File: src/rtl/pcm_sample_fifo.sv
// rtl/pcm_sample_fifo.sv - FWFT sample FIFO between the PCM rate divider and the correlation readout
module pcm_sample_fifo #(
   parameter int DW    = 16,
   parameter int DEPTH = 16,
   parameter int AW    = 4
) (
   input  logic          clk,
   input  logic          rst,
   input  logic          we_pcm,
   input  logic [DW-1:0] pcm_in,
   input  logic          cap_en,
   output logic [DW-1:0] dout,
   output logic          dout_valid,
   input  logic          dout_ready,
   output logic [AW:0]   level,
   output logic          full,
   output logic          empty,
   output logic          overflow,
   input  logic          clr_ovf
);

   localparam logic [AW:0] LP_DEPTH = DEPTH[AW:0];

   logic [DW-1:0] r_mem [DEPTH];
   logic [AW-1:0] r_wr_ptr;
   logic [AW-1:0] r_rd_ptr;
   logic [AW:0]   r_level;
   logic          r_full;
   logic          r_empty;
   logic          r_valid;
   logic          r_ovf;
   logic [DW-1:0] r_last;

   logic          w_push;
   logic          w_drop;
   logic          w_pop;
   logic [AW:0]   w_level_nxt;

   // Full gates the write even when a pop happens in the same cycle.
   assign w_push = we_pcm & cap_en & ~r_full;
   assign w_drop = we_pcm & cap_en & r_full;
   assign w_pop  = r_valid & dout_ready;

   always_comb begin
      w_level_nxt = r_level;
      if (w_push && !w_pop) begin
         w_level_nxt = r_level + (AW+1)'(1);
      end else if (w_pop && !w_push) begin
         w_level_nxt = r_level - (AW+1)'(1);
      end
   end

   always_ff @(posedge clk or negedge rst) begin
      if (!rst) begin
         r_wr_ptr <= '0;
         r_rd_ptr <= '0;
         r_level  <= '0;
         r_full   <= 1'b0;
         r_empty  <= 1'b1;
         r_valid  <= 1'b0;
         r_ovf    <= 1'b0;
         r_last   <= '0;
      end else begin
         if (w_push) r_wr_ptr <= r_wr_ptr + AW'(1);
         if (w_pop)  r_rd_ptr <= r_rd_ptr + AW'(1);
         r_level <= w_level_nxt;
         r_full  <= (w_level_nxt == LP_DEPTH);
         r_empty <= (w_level_nxt == '0);
         r_valid <= (w_level_nxt != '0);
         if (w_drop) begin
            r_ovf <= 1'b1;
         end else if (clr_ovf) begin
            r_ovf <= 1'b0;
         end
         // Keeps dout stable at the last presented sample once the FIFO drains.
         if (r_valid) r_last <= r_mem[r_rd_ptr];
      end
   end

   always_ff @(posedge clk) begin
      if (w_push) r_mem[r_wr_ptr] <= pcm_in;
   end

   assign dout       = r_valid ? r_mem[r_rd_ptr] : r_last;
   assign dout_valid = r_valid;
   assign level      = r_level;
   assign full       = r_full;
   assign empty      = r_empty;
   assign overflow   = r_ovf;

endmodule

File: config.mk
export PLATFORM = sky130hd
export DESIGN_NAME = pcm_sample_fifo
export DESIGN_NICKNAME = d
export VERILOG_FILES = /design/src/rtl/pcm_sample_fifo.sv
export SDC_FILE = /design/constraint.sdc
export NUM_CORES = 1
export LEC_CHECK = 0
export ABC_AREA = 1
export BUFFER_PORTS_ARGS = -buffer_cell sky130_fd_sc_hd__buf_2
export CELL_PAD_IN_SITES_DETAIL_PLACEMENT = 1
export CELL_PAD_IN_SITES_GLOBAL_PLACEMENT = 1
export CORE_MARGIN = 5
export CORE_UTILIZATION = 45
export CTS_BUF_LIST = sky130_fd_sc_hd__clkbuf_16
export DETAILED_ROUTE_END_ITERATION = 7
export MAX_ROUTING_LAYER = met4
export PLACE_DENSITY = 0.85
export SLEW_MARGIN = 10
export SYNTH_ARGS = -nofsm -noshare
export SYNTH_HDL_FRONTEND = slang
export SYNTH_SLANG_ARGS = --single-unit
File: constraint.sdc
create_clock -name clk -period 1.79 [get_ports clk]
set_input_delay 0.179 -clock clk [delete_from_list [all_inputs] [get_ports clk]]
set_output_delay 0.179 -clock clk [all_outputs]
set_load 0.01 [all_outputs]
==> out/metrics.csv, run 1 <==
metric,value,unit
Slew headroom,47.7,%
TritonCTS Buffers,29,
CP max FO,8,
crit path cell chain,clkinv_8 > buf_12 > buf_12 > nand2_1 > nand3_2 > nand3_2 > nand2_1 > nand2_1 > nand2_1 > nand2_1 > o21ai_2 > buf_2,
vias,9115,
Worst Max-Slew Pin Slew,784,ps
CTS H-tree lvls,1,
PD cells,1820,nW/um^2
Post-Place Cell Area,13100,sq um
CP max stage cell,dfrtp_4,
status,"finished, violations left",
worst r2r src,r_rd_ptr[0],
Layout Cells excl Fill,1512,
hpwl dp,22100,um
Rows,59,
Synth top area share,65.0,%
Starting Density,45.5,%
vias per std cell,6.03,
Crit. Startpoint,r_rd_ptr[0],
Seq cells post-synth,289,
critical path startpoint category,flop,
multi-input logic area,3320,sq um
"Net Count, Synth",1070,
Final Hold Fails,0,
Worst setup EP type,output pin,
total track usage,27.4,%
top-count cell post-synth,nand2_1,
register area,8520,sq um
Yosys top cell by area,edfxtp_1,
Synth Area in Simple Gates,22.3,%
CP peak stage delay,540,ps
Core Region,26000,sq um
final-layout fill cell count,2610,
syn_area_per_cell,11.4,sq um
vias in the first global route,9449,
clock skew,16.6,ps
post-synthesis adder-cell area fraction,0.741,%
Remaining DRCs,0,
Synth async-reset ratio,11.4,%
Port Buffers,46,
wire per inst,27.7,um
Initial DRC Count,929,
largest net degree at the start of global routing,34,
IO Pins,47,
Commonest cells post-synth,"nand2_1 (389), edfxtp_1 (256), nand3_1 (205)",
global route total overflow,0,
Final Slew Violations,0,
# setup viols final,40,
Antenna Violating Nets Remaining,0,
antenna cells,0,
Pleak,5.86,nW
Final Critical Period,2560,ps
Peak Freq,0.390,GHz
failing checks,setup timing,
most frequent CP cell,nand2_1,
Root Buffer Master,clkbuf_16,
"Buf+Inv Stages, Crit Path",4,
post-layout worst setup margin,-773,ps
Setup CP Type,reg -> out,
Yosys cell types,27,
Area contributors post-synth,"edfxtp_1 (65%), nand2_1 (12%), nand3_1 (8.7%)",
Mapped Cells,1041,
mux cell area share after synthesis,0,%
Worst-Skew Late Latency,560,ps
Synth Warn #,0,
fin crit share,143,%
max-cap check violation count,0,
area delta synth->final,26.3,%
main combinational cell family by area after synthesis,simple AND/OR/NAND/NOR gates,
Final Cell Area,14900,sq um
post-synthesis sequential area ratio,72.0,%
layout cells sized above 1,25.9,%
placed cells,1429,
nets,1185,
final core utilization,57.4,%
antenna violations before repair,0,
Post-synth top flop,edfxtp_1,
drt first pass iters,5,
CP Data Required Time,1610,ps
Routed WL,41900,um
Synth Area in Compound Gates,0.921,%
Die ar.,29600,sq um
CTS Sinks,289,
RSZ-0062 raised after global routing,true,
Place WS,-191,ps
worst min path class,in -> reg,
clock-pin slew on the worst setup and hold paths,70,ps
Top Family by Delay on Critical Path,simple AND/OR/NAND/NOR gates,
CTS tree,yes,
number of synthesized flops with an enable pin,256,
post-synthesis cell area,11800,sq um
first-pass GRT wire length,58200,um
Worst EP arrival,2380,ps
die outline height,172,um
hold path startpoint,pcm_in[8],
RD Place Congestion,0.799,
VDD IR max,1.45,mV
xor and xnor fraction of the mapped netlist area,0.593,%
CTS max path bufs,3,
setup tns final,-11860,ps
Die X,172,um
-- flip-flops by register name, indices dropped and copies added (netlist names) --
register and count:
dout_valid 1, r_last 16, overflow 1, r_mem 256, r_wr_ptr 4, full 1
level 5, r_rd_ptr 4, empty 1
-- final cells by class --
type	count	share of cell area (%)
clock inverters	23	1.71
multi-input cells	662	22.2
clock buffers	29	4.86
inverters	33	0.914
well taps	335	2.81
flip-flops and latches	289	57.1
repair buffers	141	10.4
-- per-layer routing --
layer / track usage (%) / wire length (um)
met1: 31.9 / 15200
met2: 46.7 / 21400
met3: 4.57 / 3160
met4: 12.5 / 2060
met5: - / 0
-- stage by stage --
stage | hold WS (ps) | power (W)
after floorplan | -117 | 0.0137
after global placement | 272 | 0.0172
after detailed placement | 284 | 0.0178
after CTS | 1.77 | 0.0257
after global routing | -4.53 | 0.0283
final | 7.19 | 0.0272
-- report_power, final --
group          internal, W  switching [W]
sequential         0.00804       0.000443
clock              0.00379        0.00267
combinational      0.00451        0.00772
-- repair_timing --
action	4_1_cts	5_1_grt
setup endpoints to repair	50	65
resized for setup	49	78
buffers inserted	9	11
pin swaps	9	24
hold endpoints to repair	29	0
hold buffers	4	0
gates cloned	6	3
-- cells by family (layout without fill, tap and decap cells) --
logic type               after synthesis  after routing
flip-flops                           289            289
XOR/XNOR                               8              8
adder cells (fa/ha/maj)                7              7
AO/OA/AOI/OAI                         21             21
AND/OR/NAND/NOR                      626            626
buffers and inverters                 90            226
-- final timing paths --
path	end	slack, ps	cells past startpoint
setup / recovery	dout[3]	-770	12
hold / removal	r_mem[7][8]	7	1
setup reg to reg	r_last[15]	-200	13
hold reg to reg	r_last[4]	510	2
max in group asynchronous	r_last[1]	940	3
min in group asynchronous	r_last[11]	240	2
-- cell usage in the layout (no fill, tap or decap), types with 3 or more instances in the layout --
master	count
ha_1	7
bufinv_16	6
dfrtp_2	3
nor2_1	6
clkbuf_16	32
o21ai_2	16
nand2_1	340
edfxtp_1	256
clkinv_1	6
buf_4	44
clkinv_2	6
nand3_1	174
xor2_1	7
buf_6	3
nor2_2	13
buf_16	5
nand2_2	48
inv_1	34
dfrtp_1	28
buf_8	4
dlygate4sd3_1	4
nand2_4	4
buf_12	32
nand3_2	31
buf_2	46
nand4_1	3
nor2_4	5
Power figures use the tool's default switching activity.
==> run 2: changes to the inputs <==
- CORE_UTILIZATION: 45 -> 50
- PLACE_DENSITY: 0.85 -> 0.84
- clock period: 1.79 -> 2.6 ns (I/O delays scaled with it)
==> run 2 against run 1 <==
The run still ends with setup timing left. Non-clock buffer count is 10 lower. Sequential cell count unchanged. Wire length is 9.4% higher. Total power is 29% lower. Critical endpoint is now dout[10]. Largest power group unchanged.
==> out/metrics.csv, run 2 (same netlist as run 1, synthesis figures left out) <==
metric,value,unit,change
status,"finished, violations left",,
failing checks,setup timing,,
CTS tree,yes,,
vias in the first global route,9491,,+0.44%
Port Buffers,46,,unchanged
largest net degree at the start of global routing,40,,+18%
PD cells,1290,nW/um^2,-29%
wire per inst,30.7,um,+11%
nets,1177,,-0.68%
Pleak,5.90,nW,+0.58%
drt first pass iters,5,,unchanged
CTS max path bufs,3,,unchanged
Die ar.,26800,sq um,-9.4%
vias,9551,,+4.8%
Root Buffer Master,clkbuf_16,,
Largest Register,r_mem,,
worst r2r src,full,,
Final Hold Fails,0,,unchanged
Remaining DRCs,0,,unchanged
Crit Reg-Reg Endpoint,r_mem[4][8],,
crit path cell chain,clkinv_8 > buf_12 > clkbuf_16 > nand2_1 > nand3_1 > nand3_1 > nand2_1 > nand2_1 > nand2_1 > nand2_1 > o21ai_2 > buf_2,,
RD Place Congestion,0.832,,+4.1%
post-layout worst setup margin,-184,ps,+589 ps
VDD IR max,0.568,mV,-61%
CP Data Required Time,2340,ps,+730 ps
Place WS,280,ps,+470 ps
total power,0.0193,W,-29%
max-cap check violation count,0,,unchanged
Slew headroom,45.1,%,-2.6 points
multi-input logic area,3570,sq um,+7.6%
global route total overflow,0,,unchanged
Final Slew Violations,0,,unchanged
area delta synth->final,26.3,%,about the same
hpwl dp,21100,um,-4.7%
die outline height,164,um,-4.8%
layout cells sized above 1,30.1,%,+4.2 points
"commonest non-fill, non-tap cells in the layout","nand2_1 (316), edfxtp_1 (256), nand3_1 (137)",,
CP max stage cell,dfrtp_4,,
Worst setup EP type,output pin,,
RSZ-0062 raised after global routing,true,,
Hold Crit Depth,3,,+2
TritonCTS Buffers,31,,+6.9%
Rows,56,,-5.1%
Antenna Violating Nets Remaining,0,,unchanged
CP max FO,19,,+11
worst reg2reg setup slack,320,ps,+520 ps
worst min path class,in -> reg,,
Routed WL,45800,um,+9.4%
Starting Density,50.5,%,+5.0 points
Core Region,23400,sq um,-9.9%
clock skew,23.9,ps,+7.29 ps
hold path startpoint,cap_en,,
worst hold endpoint,overflow,,
final-layout fill cell count,2319,,-11%
most frequent CP cell,nand2_1,,
Initial DRC Count,1278,,+38%
Die X,164,um,-4.8%
clock-pin slew on the worst setup and hold paths,70,ps,about the same
Worst-Skew Late Latency,570,ps,about the same
CP peak stage delay,550,ps,about the same
register area,8520,sq um,about the same
antenna violations before repair,1,,+1
Final Critical Period,2780,ps,
critical path startpoint category,flop,,
Setup CP Type,reg -> out,,
FF-to-FF path depth,4,,-9
Worst Max-Slew Pin Slew,824,ps,+39.4 ps
"commonest non-fill, non-tap cell in the layout",nand2_1,,
# setup viols final,14,,-65%
CTS H-tree lvls,1,,unchanged
fin crit share,107,%,
total track usage,30.7,%,+3.3 points
vias per std cell,6.41,,+6.3%
Peak Freq,0.359,GHz,
CTS Sinks,289,,unchanged
Worst EP arrival,2520,ps,+140 ps
first-pass GRT wire length,59300,um,+1.8%
IO Pins,47,,unchanged
max FFs per register,256,,unchanged
[run 2: changes by cell type in the layout (fill, tap and decap cells not counted), moves of 6 or more]
cell | before | now
clkbuf_16 | 32 | 40
buf_12 | 32 | 9
nand3_2 | 31 | 68
nand2_2 | 48 | 65
nand3_1 | 174 | 137
nand2_4 | 4 | 11
nand2_1 | 340 | 316
buf_4 | 44 | 51
clkinv_1 | 6 | 12
[run 2: report_power, final]
part	switching (W)	total [W]	internal (W)
Clock	0.00192	0.00426	0.00235
Sequential	0.000331	0.00586	0.00553
Combinational	0.00592	0.00921	0.00329
Total	0.00816	0.0193	0.0112
[run 2: what timing repair did]
action | 4_1_cts | 5_1_grt
setup endpoints to repair | 16 | 16
pin swaps | 5 | 53
hold buffers | 2 | 0
buffers inserted | 8 | 16
cloned | 7 | 11
resized for setup | 45 | 152
hold endpoints to repair | 33 | 0
[run 2: worst max-delay path: cells and delay by family (launching register included)]
kind                   cells  cell delay [ps]
and+or+nand+nor            7              700
buffers and inverters      4              580
DFF                        1              550
AOI/OAI and AO/OA          1              110
[run 2: worst max-delay path by stage]
stage	depth (start not counted)	start	to	slack [ps]
3_5_place_dp	10	r_rd_ptr[0]	dout[8]	280
5_1_grt	12	r_rd_ptr[0]	dout[10]	-240
3_3_place_gp	10	r_rd_ptr[0]	dout[11]	420
6_report	12	r_rd_ptr[0]	dout[10]	-180
2_1_floorplan	4	full	r_mem[11][0]	640
4_1_cts	11	r_rd_ptr[0]	dout[15]	-30
[run 2: layer usage]
metal / vias up / GRT usage (%) / part of all wire (%)
li1: 3799 / - / -
met5: - / - / 0
met1: 4745 / 37.8 / 35
met4: 0 / 15.7 / 7.5
met2: 733 / 49.3 / 48
met3: 274 / 5.32 / 9.8
[run 2: layout make-up]
cell class	count	area share [%]
flip-flops and latches	289	57.0
multi-input cells	662	23.9
repair buffers	131	9.14
clock buffers	31	5.19
well taps	319	2.67
clock inverters	25	1.06
inverters	33	0.947
diodes	1	0.0168
[run 2: stage by stage]
| step | cell area [sq um] | util, % | hold slack [ps] | TNS [ps] | std cells |
|---|---|---|---|---|---|
| after floorplan | 11800 | - | -35.6 | 0 | 1041 |
| after global placement | 12600 | 53.9 | 373 | 0 | 1393 |
| after detailed placement | 12600 | 53.9 | 383 | 0 | 1393 |
| after CTS | 14000 | 59.9 | 28.2 | -145 | 1466 |
| after global routing | 14900 | 63.8 | 55.3 | -1680 | 1491 |
| final | 14900 | 63.8 | 61.4 | -849 | 1491 |
